### config.mk
export PLATFORM = sky130hd
export DESIGN_NAME = hazard_scoreboard
export DESIGN_NICKNAME = d
export VERILOG_FILES = /design/src/rtl/hazard_scoreboard_pkg.sv /design/src/rtl/hazard_scoreboard_load_tracker.sv /design/src/rtl/hazard_scoreboard.sv
export VERILOG_INCLUDE_DIRS = /design/src /design/src/rtl
export SDC_FILE = /design/constraint.sdc
export NUM_CORES = 1
export LEC_CHECK = 0
export BUFFER_PORTS_ARGS = -buffer_cell sky130_fd_sc_hd__buf_2
export CORE_MARGIN = 5
export CORE_UTILIZATION = 54
export CTS_CLUSTER_DIAMETER = 40
export DETAILED_ROUTE_END_ITERATION = 8
export PLACE_DENSITY = 0.8
export SLEW_MARGIN = 40
export SYNTH_ARGS = -nofsm -noshare
export SYNTH_HDL_FRONTEND = slang
export SYNTH_SLANG_ARGS = --single-unit
### constraint.sdc
create_clock -name clk -period 6.09 [get_ports clk]
set_input_delay 1.827 -clock clk [delete_from_list [all_inputs] [get_ports clk]]
set_output_delay 1.827 -clock clk [all_outputs]
set_load 0.03 [all_outputs]
### src/rtl/architecture.vh
// Shared architecture constants: datapath widths and writeback-mode encodings.
`ifndef ARCHITECTURE_VH
`define ARCHITECTURE_VH
`define DATA_SIZE   32
`define GPR_SIZE    5
`define OP_WB_SIZE  2
`define WB_NONE     2'd0
`define WB_REGISTER 2'd1
`define WB_MEMORY   2'd2
`endif

### src/rtl/hazard_scoreboard_pkg.sv
// Types and constants shared by the hazard scoreboard and its per-register trackers.
`include "architecture.vh"

package hazard_scoreboard_pkg;

    localparam int TRACK_W = 4;

    typedef logic [`OP_WB_SIZE-1:0] wb_mode_t;

    localparam wb_mode_t WB_MEM = `WB_MEMORY;
    localparam wb_mode_t WB_REG = `WB_REGISTER;

    typedef enum logic [1:0] {
        FWD_RF,
        FWD_EXEC,
        FWD_WB_REG,
        FWD_WB_MEM
    } fwd_sel_t;

    // Countdown preset for a newly issued load; latency 1 yields 0 (never pending).
    function automatic logic [TRACK_W-1:0] load_preset(input int latency);
        return TRACK_W'(latency - 1);
    endfunction

endpackage

### src/rtl/hazard_scoreboard_load_tracker.sv
// Per-register load countdown; pending while the count is nonzero.
module load_tracker
    import hazard_scoreboard_pkg::*;
#(
    parameter int LOAD_LATENCY = 2
) (
    input  logic clk,
    input  logic rst_n,
    input  logic set,
    input  logic clear,
    input  logic flush,
    output logic pending
);

    logic [TRACK_W-1:0] count_reg;

    // Flush beats a new issue, which beats early completion, which beats decrement.
    always_ff @(posedge clk or negedge rst_n) begin
        if (!rst_n) begin
            count_reg <= '0;
        end else if (flush) begin
            count_reg <= '0;
        end else if (set) begin
            count_reg <= load_preset(LOAD_LATENCY);
        end else if (clear) begin
            count_reg <= '0;
        end else if (count_reg != '0) begin
            count_reg <= count_reg - 1'b1;
        end
    end

    assign pending = (count_reg != '0);

endmodule

### src/rtl/hazard_scoreboard.sv
// Operand forwarding and load-use stall detection with per-register load tracking.
`include "architecture.vh"

module hazard_scoreboard
    import hazard_scoreboard_pkg::*;
#(
    parameter int DATA_WIDTH   = `DATA_SIZE,
    parameter int ADDR_WIDTH   = `GPR_SIZE,
    parameter int READ_PORTS   = 2,
    parameter int LOAD_LATENCY = 2,
    parameter int CNT_WIDTH    = 16,
    localparam int NREG        = 2 ** ADDR_WIDTH
) (
    input  logic                             clk,
    input  logic                             rst_n,
    input  logic                             flush,
    input  logic                             stat_clear,
    input  logic                             exec_valid,
    input  logic                             exec_is_load,
    input  logic [ADDR_WIDTH-1:0]            exec_dest,
    input  logic [DATA_WIDTH-1:0]            exec_result,
    input  logic                             wb_valid,
    input  logic [`OP_WB_SIZE-1:0]           writeback,
    input  logic [ADDR_WIDTH-1:0]            wb_dest,
    input  logic [DATA_WIDTH-1:0]            wb_result,
    input  logic [DATA_WIDTH-1:0]            wb_data_in,
    input  logic                             load_done,
    input  logic [ADDR_WIDTH-1:0]            load_done_dest,
    input  logic [READ_PORTS*ADDR_WIDTH-1:0] read_addr,
    input  logic [READ_PORTS*DATA_WIDTH-1:0] read_operand,
    input  logic [READ_PORTS-1:0]            read_used,
    output logic [READ_PORTS*DATA_WIDTH-1:0] result,
    output logic                             stall,
    output logic [NREG-1:0]                  pending,
    output logic [CNT_WIDTH-1:0]             stall_count
);

    logic                  exec_load;
    logic [READ_PORTS-1:0] port_stall;
    logic [CNT_WIDTH-1:0]  stall_count_reg;

    assign exec_load = exec_valid && exec_is_load;

    genvar gi;
    generate
        for (gi = 0; gi < NREG; gi++) begin : g_reg
            load_tracker #(
                .LOAD_LATENCY(LOAD_LATENCY)
            ) u_tracker (
                .clk    (clk),
                .rst_n  (rst_n),
                .set    (exec_load && (exec_dest == ADDR_WIDTH'(gi))),
                .clear  (load_done && (load_done_dest == ADDR_WIDTH'(gi))),
                .flush  (flush),
                .pending(pending[gi])
            );
        end

        for (gi = 0; gi < READ_PORTS; gi++) begin : g_port
            logic [ADDR_WIDTH-1:0] addr;
            logic [DATA_WIDTH-1:0] operand;
            logic [DATA_WIDTH-1:0] fwd_data;
            fwd_sel_t              sel;

            assign addr    = read_addr[gi*ADDR_WIDTH +: ADDR_WIDTH];
            assign operand = read_operand[gi*DATA_WIDTH +: DATA_WIDTH];

            // A load in execute has no data yet, so only ALU results forward from there.
            always_comb begin
                sel = FWD_RF;
                if (exec_valid && !exec_is_load && (addr == exec_dest)) begin
                    sel = FWD_EXEC;
                end else if (wb_valid && (addr == wb_dest)) begin
                    if (writeback == WB_MEM) begin
                        sel = FWD_WB_MEM;
                    end else if (writeback == WB_REG) begin
                        sel = FWD_WB_REG;
                    end
                end
            end

            always_comb begin
                fwd_data = operand;
                case (sel)
                    FWD_EXEC:   fwd_data = exec_result;
                    FWD_WB_REG: fwd_data = wb_result;
                    FWD_WB_MEM: fwd_data = wb_data_in;
                    default:    fwd_data = operand;
                endcase
            end

            assign result[gi*DATA_WIDTH +: DATA_WIDTH] = fwd_data;
            assign port_stall[gi] = read_used[gi]
                && (pending[addr] || (exec_load && (addr == exec_dest)));
        end
    endgenerate

    assign stall = |port_stall;

    always_ff @(posedge clk or negedge rst_n) begin
        if (!rst_n) begin
            stall_count_reg <= '0;
        end else if (stat_clear) begin
            stall_count_reg <= '0;
        end else if (stall && (stall_count_reg != '1)) begin
            stall_count_reg <= stall_count_reg + 1'b1;
        end
    end

    assign stall_count = stall_count_reg;

endmodule

Word-level counts from Yosys, hierarchy flattened
Cells that the tools add are included.
{ "word_totals": {"regBits": 144, "input_bits": 197, "output_inout_bits": 113, "wordCells": 431} }
{ "op_classes": {"n_addsub": 33, "n_lt_le_gt_ge": 2, "eq_ne": 75, "muxes": 142, "n_reduce_logical": 146} }
{ "op_table": {"columns": ["op", "count"], "rows": [
  ["$mux W4", 128],
  ["$reduce_bool A4 Y1", 64],
  ["$pmux W32 S3", 2],
  ["$eq A5 B5 Y1 const B", 32],
  ["$sub A4 B1 Y4 const B", 32],
  ["$eq A5 B4 Y1 const B", 16],
  ["$logic_and A1 B1 Y1", 75],
  ["$eq A5 B3 Y1 const B", 8],
  ["$mux W16", 2],
  ["$eq A5 B2 Y1 const B", 4],
  ["$eq A5 B5 Y1", 4],
  ["$add A16 B1 Y16 const B", 1],
  ["$ne A16 B16 Y1 const B", 1],
  ["$lt A5 B6 Y1 const B", 2],
  ["$mux W2", 6],
  ["$bmux W1 S5", 2],
  ["$eq A2 B2 Y1 const B", 5],
  ["$eq A5 B1 Y1 const B", 2],
  ["$logic_not A5 Y1", 2],
  ["$eq A2 B1 Y1 const B", 3],
  ["$logic_or A1 B1 Y1", 2],
  ["$mux W1", 2],
  ["$reduce_bool A2 Y1", 1],
  ["$reduce_or A2 Y1", 1],
  ["$logic_not A1 Y1", 1]
]} }

Depth between registers and ports, before layout
Gate-level depths: netlist of run 1.
{ "logic_depth": {"word_depth": 9, "mapped_depth": 14, "ltp_nobuf": 12} }

Cells and area by module
Synthesis of run 1 repeated with hierarchy kept, for this count alone.
{ "unflattened": {"hier_cells": 1393, "hier_area_um2": 11025.6} }
{ "by_module_without_submodules": {"columns": ["mod", "n_inst", "cells_each", "area_per_inst_um2", "seq_area_each_um2"], "rows": [
  ["load_tracker", 32, 24, 225.2, 100.1],
  ["hazard_scoreboard", 1, 625, 3818.7, 400.4]
]} }

Worst setup path after synthesis of run 1
No wires, ideal clock.
{ "synth_path": {"path_type": "input port to output port", "startpoint": "in read_addr[0]", "endpoint": "out result[27]", "t_arrival_ps": 4442, "required_ps": 4263, "setup_slack_ps": -179, "stages": 9, "path_buffers": 3, "cell_sequence": "clkbuf_8 -> xnor2_1 -> or4b_1 -> or4b_2 -> clkbuf_1 -> clkbuf_1 -> nor2_1 -> a21oi_1 -> o21ai_0"} }
{ "synth_via": {"elab_chain_len": 6} }
{ "synth_rtl": {"columns": ["element", "line", "rtl"], "rows": [
  ["start: declaration", "hazard_scoreboard.sv:29", "input logic [READ_PORTS*ADDR_WIDTH-1:0] read_addr,"],
  ["$eq A5 B5 Y1", "hazard_scoreboard.sv:73", "end else if (wb_valid && (addr == wb_dest)) begin"],
  ["$logic_and A1 B1 Y1", "hazard_scoreboard.sv:73", null],
  ["$mux W2", "hazard_scoreboard.sv:73", null],
  ["$mux W2 (*)", "hazard_scoreboard.sv:71", "if (exec_valid && !exec_is_load && (addr == exec_dest)) begin"],
  ["$eq A2 B2 Y1 / $eq A2 B1 Y1 (equally long branches)", "hazard_scoreboard.sv:84", "case (sel)"],
  ["$pmux W32 S3 (*)", "hazard_scoreboard.sv:84", null],
  ["end: declaration", "hazard_scoreboard.sv:32", "output logic [READ_PORTS*DATA_WIDTH-1:0] result,"]
]} }
Mark *: on every way between the ends. The rest lies on a longest branch, timed or not.

Final worst setup path of run 1
{ "layout_path": {"startpoint": "in read_addr[2]", "endpoint": "out result[26]"} }
The elaborated chain is that of the path after synthesis.

==> qor.json, run 1 <==
{
  "outcome": {
    "status": "completed"
  },
  "detailed_routing": {
    "route.final.wire_length_um": 37000,
    "met3WireLength_um": 2990,
    "route.detailed.drc": 0,
    "ant_nets": 0,
    "met2_wirelength_um": 17800,
    "route.top_layer_used": "met5",
    "drt_pass1_iterations": 6,
    "drt-initial-drc-count": 1026,
    "wl_met1_um": 14900,
    "avgRoutedWirePerCell_um": 18.8,
    "vias": 11058,
    "drt-vias-per-instance": 5.60
  },
  "yosys": {
    "synthesis.area_um2": 11300,
    "number_of_synthesized_flops_with_an_enable_pin": 0,
    "synth_top_cell_by_area": "sky130_fd_sc_hd__dfrtp_1",
    "postSynthAreaPerCell_um2": 7.94,
    "syn_inst": 1429,
    "post-synth-top-count-cell": "sky130_fd_sc_hd__nor2_1",
    "synth.top_cell.area_share_pct": 31.8,
    "netlist_top_cells_area": "sky130_fd_sc_hd__dfrtp_1, sky130_fd_sc_hd__nor2_1, sky130_fd_sc_hd__xnor2_1, sky130_fd_sc_hd__ha_1, sky130_fd_sc_hd__nand2_1",
    "post_synth_num_cell_types": 71,
    "yosys_warnings": 0,
    "synth_fp_nets": 1692,
    "post_synth_most_frequent_cells": "sky130_fd_sc_hd__nor2_1, sky130_fd_sc_hd__dfrtp_1, sky130_fd_sc_hd__nand2_1, sky130_fd_sc_hd__xnor2_1, sky130_fd_sc_hd__a21oi_1",
    "synth.yosys.seq_area_share_pct": 31.8,
    "postSynth.asyncResetShare_pct": 100,
    "synth_flop_cell": "sky130_fd_sc_hd__dfrtp_1",
    "synth-seq-cells": 144
  },
  "sta": {
    "layout_min_cycle_time_ns": 6.06,
    "worst_hold_slack_ns": 0.546,
    "setup_viol": 0,
    "clock_skew_ns": 0.0150,
    "worst_pin_slew_ns": 0.719,
    "layout_worst_path_cycle_share_pct": 99.6,
    "report.final.hold_viol_count": 0,
    "final_max_slew_viol_count": 0,
    "grt_setup_unrepaired": "true",
    "max-slew-margin-rel_pct": 52.0,
    "highest_attainable_clock_frequency_mhz": 165
  },
  "critical_path": {
    "cp-end-kind": "output port",
    "crit_chain": "buf_2 > xor2_1 > or4b_1 > or4b_2 > buf_4 > nor2_1 > a21oi_1 > o21ai_1 > buf_2",
    "critical_path_peak_fanout": 30,
    "critical-path-slowest-cell": "sky130_fd_sc_hd__or4b_2",
    "critical_path_arrival_ns": 4.24,
    "worstSetupPathType": "primary input to output port",
    "cp_top_family": "simple AND/OR/NAND/NOR gates",
    "critPathBufInv": 3,
    "most_frequent_cell_on_the_critical_path": "sky130_fd_sc_hd__buf_2",
    "worst_ep_required_time_ns": 4.26,
    "startpoint_types": "primary input",
    "delay_of_the_slowest_critical_path_stage_ns": 0.65
  },
  "final_layout": {
    "final_nets": 1945,
    "layout-drive-gt1-share_pct": 25.4,
    "final_cells": 1973,
    "number_of_flip_flops_under_the_largest_register_name": 128,
    "area_growth_syn_to_layout_pct": 19.5
  },
  "clocking": {
    "clock_sinks": 144,
    "clock-root-buffer": "sky130_fd_sc_hd__clkbuf_16",
    "max-clock-path-buffers": 2,
    "post_cts_hold_buffer_count": 0,
    "tritoncts": "built",
    "cts_htree_levels": 4,
    "cts.clk_slew.worst_paths_ns": 0.06,
    "numCtsBuffers": 17,
    "clk-insertion-delay-late_ns": 0.43
  },
  "grt": {
    "grt_use_total_pct": 29.9,
    "grt_first_pass_wirelength_um": 56800,
    "grt_overflow_total": 0,
    "vias_in_the_first_global_route": 10762,
    "grt_max_degree": 90,
    "initial_antenna_violation_count": 3
  },
  "placed_design": {
    "place_congestion": 1.08,
    "dpl.hpwl_um": 29500,
    "io_buffers": 309,
    "placed_cells": 1938
  },
  "job": {
    "max_cap_viols": 0
  },
  "power_and_ir_drop": {
    "vdd_ir_drop_max_mv": 0.392,
    "power_density_nw_per_um2": 464,
    "leakage_uw": 0.00662
  },
  "floorplan": {
    "die_extent_in_y_um": 155,
    "number_of_placement_rows": 53,
    "die_extent_in_x_um": 155,
    "core_um2": 20800,
    "fp.dieArea_um2": 24000,
    "floorplan.initialDensity_pct": 54.5,
    "pin_count": 310
  },
  "hold_path": {
    "timing.hold.worst.class": "flip-flop to flip-flop"
  }
}
cell families after synthesis:
group,share of synthesized area (%)
adder cells (fa/ha/maj),7.28
multiplexers,5.63
buffers and inverters,8.71
flip-flops,31.8
XOR/XNOR,8.50
AND/OR/NAND/NOR,24.6
AO/OA/AOI/OAI,13.6
routing by layer:
metal | up-vias | global-route usage, %
met5 | - | 0
li1 | 5279 | -
met1 | 5152 | 38.9
met3 | 89 | 5.73
met4 | 2 | 11.2
met2 | 536 | 49.8
repair_timing:
action,CTS,global route
setup buffers,0,0
setup endpoints to repair,0,5
resized for setup,0,1
cells in the final DEF (no fill, tap or decap), types with 4 or more instances in the layout:
cell,instances
sky130_fd_sc_hd__nand3_1,16
sky130_fd_sc_hd__or4b_2,4
sky130_fd_sc_hd__nor2_1,282
sky130_fd_sc_hd__nor4_1,7
sky130_fd_sc_hd__o21ai_0,45
sky130_fd_sc_hd__or3_1,10
sky130_fd_sc_hd__buf_4,35
sky130_fd_sc_hd__or3b_2,16
sky130_fd_sc_hd__or3b_1,11
sky130_fd_sc_hd__mux4_2,4
sky130_fd_sc_hd__o21ai_1,28
sky130_fd_sc_hd__xnor2_1,97
sky130_fd_sc_hd__buf_2,307
sky130_fd_sc_hd__nand4_1,4
sky130_fd_sc_hd__nand2b_1,16
sky130_fd_sc_hd__clkbuf_16,17
sky130_fd_sc_hd__nor2b_1,11
sky130_fd_sc_hd__mux2_2,9
sky130_fd_sc_hd__xor2_1,13
sky130_fd_sc_hd__a21oi_1,89
sky130_fd_sc_hd__ha_1,65
sky130_fd_sc_hd__clkinv_2,5
sky130_fd_sc_hd__inv_1,86
sky130_fd_sc_hd__a211oi_1,23
sky130_fd_sc_hd__o211a_1,19
sky130_fd_sc_hd__nor3b_1,7
sky130_fd_sc_hd__nor3_1,61
sky130_fd_sc_hd__dfrtp_1,144
sky130_fd_sc_hd__o22ai_1,4
sky130_fd_sc_hd__nand2_1,140
sky130_fd_sc_hd__a211o_1,4
sky130_fd_sc_hd__mux2i_1,42
final cells by class:
type | count | area (µm²)
flip-flops and latches | 144 | 3600
inverters | 87 | 327
diodes | 3 | 7.51
clock inverters | 14 | 164
clock buffers | 18 | 429
fillers | 1744 | 7280
multi-input cells | 1085 | 6790
repair buffers | 347 | 1880
well taps | 275 | 344
worst min-delay path: stages (launching register included):
cell                      delay [ns]
sky130_fd_sc_hd__dfrtp_1        0.35
sky130_fd_sc_hd__xnor2_1        0.08
sky130_fd_sc_hd__nor2_1         0.08
through the flow:
step / util (%) / cell area [µm²] / setup slack [ns] / total power, µW / setup TNS [ns]
floorplan: - / 11300 / 0.0328 / 4630 / 0
global placement: 62.0 / 12900 / 0.0498 / 5040 / 0
detailed placement: 62.1 / 12900 / 0.0601 / 5170 / 0
CTS: 65.0 / 13500 / 0.0432 / 6290 / 0
global route: 65.0 / 13500 / -0.0406 / 6770 / -0.108
finish: 65.1 / 13500 / 0.0272 / 6290 / 0
path summary, 6_finish.rpt:
path | slack (ns) | depth (start not counted) | from | end
max in group asynchronous | 3.42 | 2 | rst_n | g_reg[4].u_tracker.count_reg[3]
min in group asynchronous | 1.46 | 1 | rst_n | g_reg[15].u_tracker.count_reg[3]
max reg2reg | 2.71 | 11 | g_reg[30].u_tracker.count_reg[0] | stall_count[8]
min | 0.55 | 2 | g_reg[20].u_tracker.count_reg[3] | g_reg[20].u_tracker.count_reg[3]
max | 0.03 | 9 | read_addr[2] | result[26]
min reg2reg | 0.55 | 2 | g_reg[20].u_tracker.count_reg[3] | g_reg[20].u_tracker.count_reg[3]
power by group:
part	leakage, µW	internal, µW	switching [µW]	total, µW
clock network	0.000286	643	419	1060
registers	0.00190	1330	302	1630
logic	0.00444	1440	2160	3600
(Power assumes the default switching activity.)
==> run 2, diff against run 1 <==
Settings changed: SYNTH_HIERARCHICAL set to 1.
==> run 2 against run 1 <==
Sequential share of layout area up 0.24 points. Utilization rose by 1.5 points. Hold slack better by 0.024 ns. Combinational power down 14%. Maximum frequency is 1.8% higher. Flip-flop and latch count unchanged. Die area down 2.6%. Worst setup slack better by 0.10 ns. Wire length increased by 0.43%. First-iteration DRC count down 9.3%. Register-to-register slack better by 0.02 ns. Highest routed layer unchanged.
==> qor.json, run 2 <==
{
  "outcome": {
    "status": "completed"
  },
  "yosys": {
    "synth_top_cell_by_area": "sky130_fd_sc_hd__dfrtp_1",
    "synth_flop_cell": "sky130_fd_sc_hd__dfrtp_1",
    "post_synth_num_cell_types": 49,
    "synth.yosys.seq_area_share_pct": 32.7,
    "netlist_top_cells_area": "sky130_fd_sc_hd__dfrtp_1, sky130_fd_sc_hd__nor2_1, sky130_fd_sc_hd__mux2i_1, sky130_fd_sc_hd__nand2_1, sky130_fd_sc_hd__ha_1",
    "post-synth-top-count-cell": "sky130_fd_sc_hd__nor2_1",
    "yosys_warnings": 6,
    "syn_inst": 1393,
    "postSynthAreaPerCell_um2": 7.91,
    "synth.top_cell.area_share_pct": 32.7,
    "synthesis.area_um2": 11000,
    "postSynth.asyncResetShare_pct": 100,
    "synth_fp_nets": 1624,
    "post_synth_most_frequent_cells": "sky130_fd_sc_hd__nor2_1, sky130_fd_sc_hd__nand2_1, sky130_fd_sc_hd__dfrtp_1, sky130_fd_sc_hd__inv_1, sky130_fd_sc_hd__mux2i_1",
    "synth-seq-cells": 144,
    "number_of_synthesized_flops_with_an_enable_pin": 0
  },
  "sta": {
    "tns_ns": 0,
    "highest_attainable_clock_frequency_mhz": 168,
    "postLayoutSetupSlackWorst_ns": 0.132,
    "layout_worst_path_cycle_share_pct": 97.8,
    "worst_pin_slew_ns": 0.771,
    "worst_hold_slack_ns": 0.570,
    "layout_min_cycle_time_ns": 5.96,
    "report.final.hold_viol_count": 0,
    "setup_viol": 0,
    "final_max_slew_viol_count": 0,
    "max-slew-margin-rel_pct": 48.6,
    "clock_skew_ns": 0.00724,
    "grt_setup_unrepaired": "false"
  },
  "floorplan": {
    "core_um2": 20200,
    "die_extent_in_x_um": 153,
    "number_of_placement_rows": 52,
    "pin_count": 310,
    "die_extent_in_y_um": 153,
    "fp.dieArea_um2": 23400,
    "floorplan.initialDensity_pct": 54.7
  },
  "detailed_routing": {
    "vias": 11426,
    "drt-vias-per-instance": 5.85,
    "route.final.wire_length_um": 37200,
    "route.detailed.drc": 0,
    "avgRoutedWirePerCell_um": 19.0,
    "drt-initial-drc-count": 931,
    "ant_nets": 0,
    "drt_pass1_iterations": 5
  },
  "critical_path": {
    "rrSetupSlack_ns": 2.73,
    "startpoint_types": "primary input",
    "worst_ep_required_time_ns": 4.26,
    "cp-end-kind": "output port",
    "worstSetupPathType": "primary input to output port",
    "critical_path_peak_fanout": 21,
    "critical_path_arrival_ns": 4.13
  },
  "power_and_ir_drop": {
    "vdd_ir_drop_max_mv": 0.339,
    "power_density_nw_per_um2": 424,
    "leakage_uw": 0.00645
  },
  "clocking": {
    "cts_setup_buffers": 0,
    "clock-root-buffer": "sky130_fd_sc_hd__clkbuf_16",
    "cts_htree_levels": 4,
    "clock_sinks": 144,
    "numCtsBuffers": 17,
    "clk-insertion-delay-late_ns": 0.43,
    "post_cts_hold_buffer_count": 0,
    "cts.clk_slew.worst_paths_ns": 0.06,
    "max-clock-path-buffers": 2,
    "tritoncts": "built",
    "resized_cells_post_cts": 0
  },
  "grt": {
    "grt_first_pass_wirelength_um": 58500,
    "grt_overflow_total": 0,
    "grt_use_total_pct": 31.0,
    "initial_antenna_violation_count": 9,
    "vias_in_the_first_global_route": 11029,
    "grt_max_degree": 103
  },
  "final_layout": {
    "area_growth_syn_to_layout_pct": 21.8,
    "number_of_fill_cells": 1724,
    "layout-drive-gt1-share_pct": 26.5,
    "number_of_flip_flops_under_the_largest_register_name": 128,
    "layout_commonest_cell": "sky130_fd_sc_hd__buf_2",
    "final_util_pct": 66.6,
    "final_std_cell_area_no_fill_um2": 13400,
    "final_cell_mix": "sky130_fd_sc_hd__buf_2, sky130_fd_sc_hd__nor2_1, sky130_fd_sc_hd__nand2_1, sky130_fd_sc_hd__dfrtp_1, sky130_fd_sc_hd__inv_1",
    "final_nets": 1896
  },
  "placed_design": {
    "postPlaceCellArea_um2": 12800,
    "io_buffers": 309,
    "dpl.hpwl_um": 29400,
    "place_ws_ns": 0.170,
    "place_congestion": 1.00
  },
  "job": {
    "max_cap_viols": 0
  },
  "hold_path": {
    "timing.hold.worst.class": "flip-flop to flip-flop"
  }
}
## run 2: cell families after synthesis
group	Yosys count	synth area share, %
AND/OR/NAND/NOR	653	27.7
AO/OA/AOI/OAI	233	14.4
buffers and inverters	178	6.73
flip-flops	144	32.7
multiplexers	125	12.6
adder cells (fa/ha/maj)	34	3.86
XOR/XNOR	26	2.07
## run 2: layer usage
metal	global-route usage, %	up-vias	part of all wire (%)	wire length (µm)
met2	53.7	512	49	18300
met5	0	-	0.15	56
met4	12.2	8	4.2	1570
li1	-	5365	-	-
met1	37.3	5428	38	14300
met3	7.61	113	8.1	3000
## run 2: critical path: stages
cell and delay, ns:
sky130_fd_sc_hd__buf_2 0.16, sky130_fd_sc_hd__xor2_1 0.17, sky130_fd_sc_hd__nor4_1 0.24, sky130_fd_sc_hd__and3_1 0.25, sky130_fd_sc_hd__or3b_2 0.50, sky130_fd_sc_hd__buf_4 0.23
sky130_fd_sc_hd__nor2_1 0.12, sky130_fd_sc_hd__a21oi_1 0.04, sky130_fd_sc_hd__o21ai_0 0.29, sky130_fd_sc_hd__buf_2 0.27
## run 2: layout make-up
class	count	area (µm²)	share of cell area, %
multi-input cells	1071	6710	49.9
flip-flops and latches	144	3600	26.8
repair buffers	333	1800	13.4
clock buffers	18	429	3.20
inverters	98	368	2.74
well taps	270	338	2.52
clock inverters	14	166	1.24
diodes	6	15.0	0.112
## run 2: where the power goes
| group | leakage, µW | switching (µW) | internal (µW) | total, µW |
|---|---|---|---|---|
| clock network | 0.000282 | 425 | 642 | 1070 |
| registers | 0.00192 | 268 | 1270 | 1540 |
| logic | 0.00425 | 1910 | 1180 | 3090 |
| total | 0.00645 | 2600 | 3090 | 5700 |
## run 2: final timing paths
| check | endpoint | cells after the start | start |
|---|---|---|---|
| hold / removal | g_reg[30].u_tracker/count_reg[3] | 2 | g_reg[30].u_tracker/count_reg[3] |
| setup reg to reg | stall_count[1] | 11 | g_reg[8].u_tracker/count_reg[0] |
| min in group asynchronous | g_reg[12].u_tracker/count_reg[2] | 1 | rst_n |
| setup / recovery | result[27] | 10 | read_addr[3] |
| max in group asynchronous | stall_count[3] | 3 | rst_n |
| hold reg to reg | g_reg[30].u_tracker/count_reg[3] | 2 | g_reg[30].u_tracker/count_reg[3] |
## run 2: metrics by stage
| stage | cells | total power (µW) |
|---|---|---|
| floorplan | 1393 | 3890 |
| global placement | 1914 | 4480 |
| detailed placement | 1915 | 4600 |
| CTS | 1947 | 5700 |
| global route | 1952 | 6090 |
| finish | 1954 | 5700 |
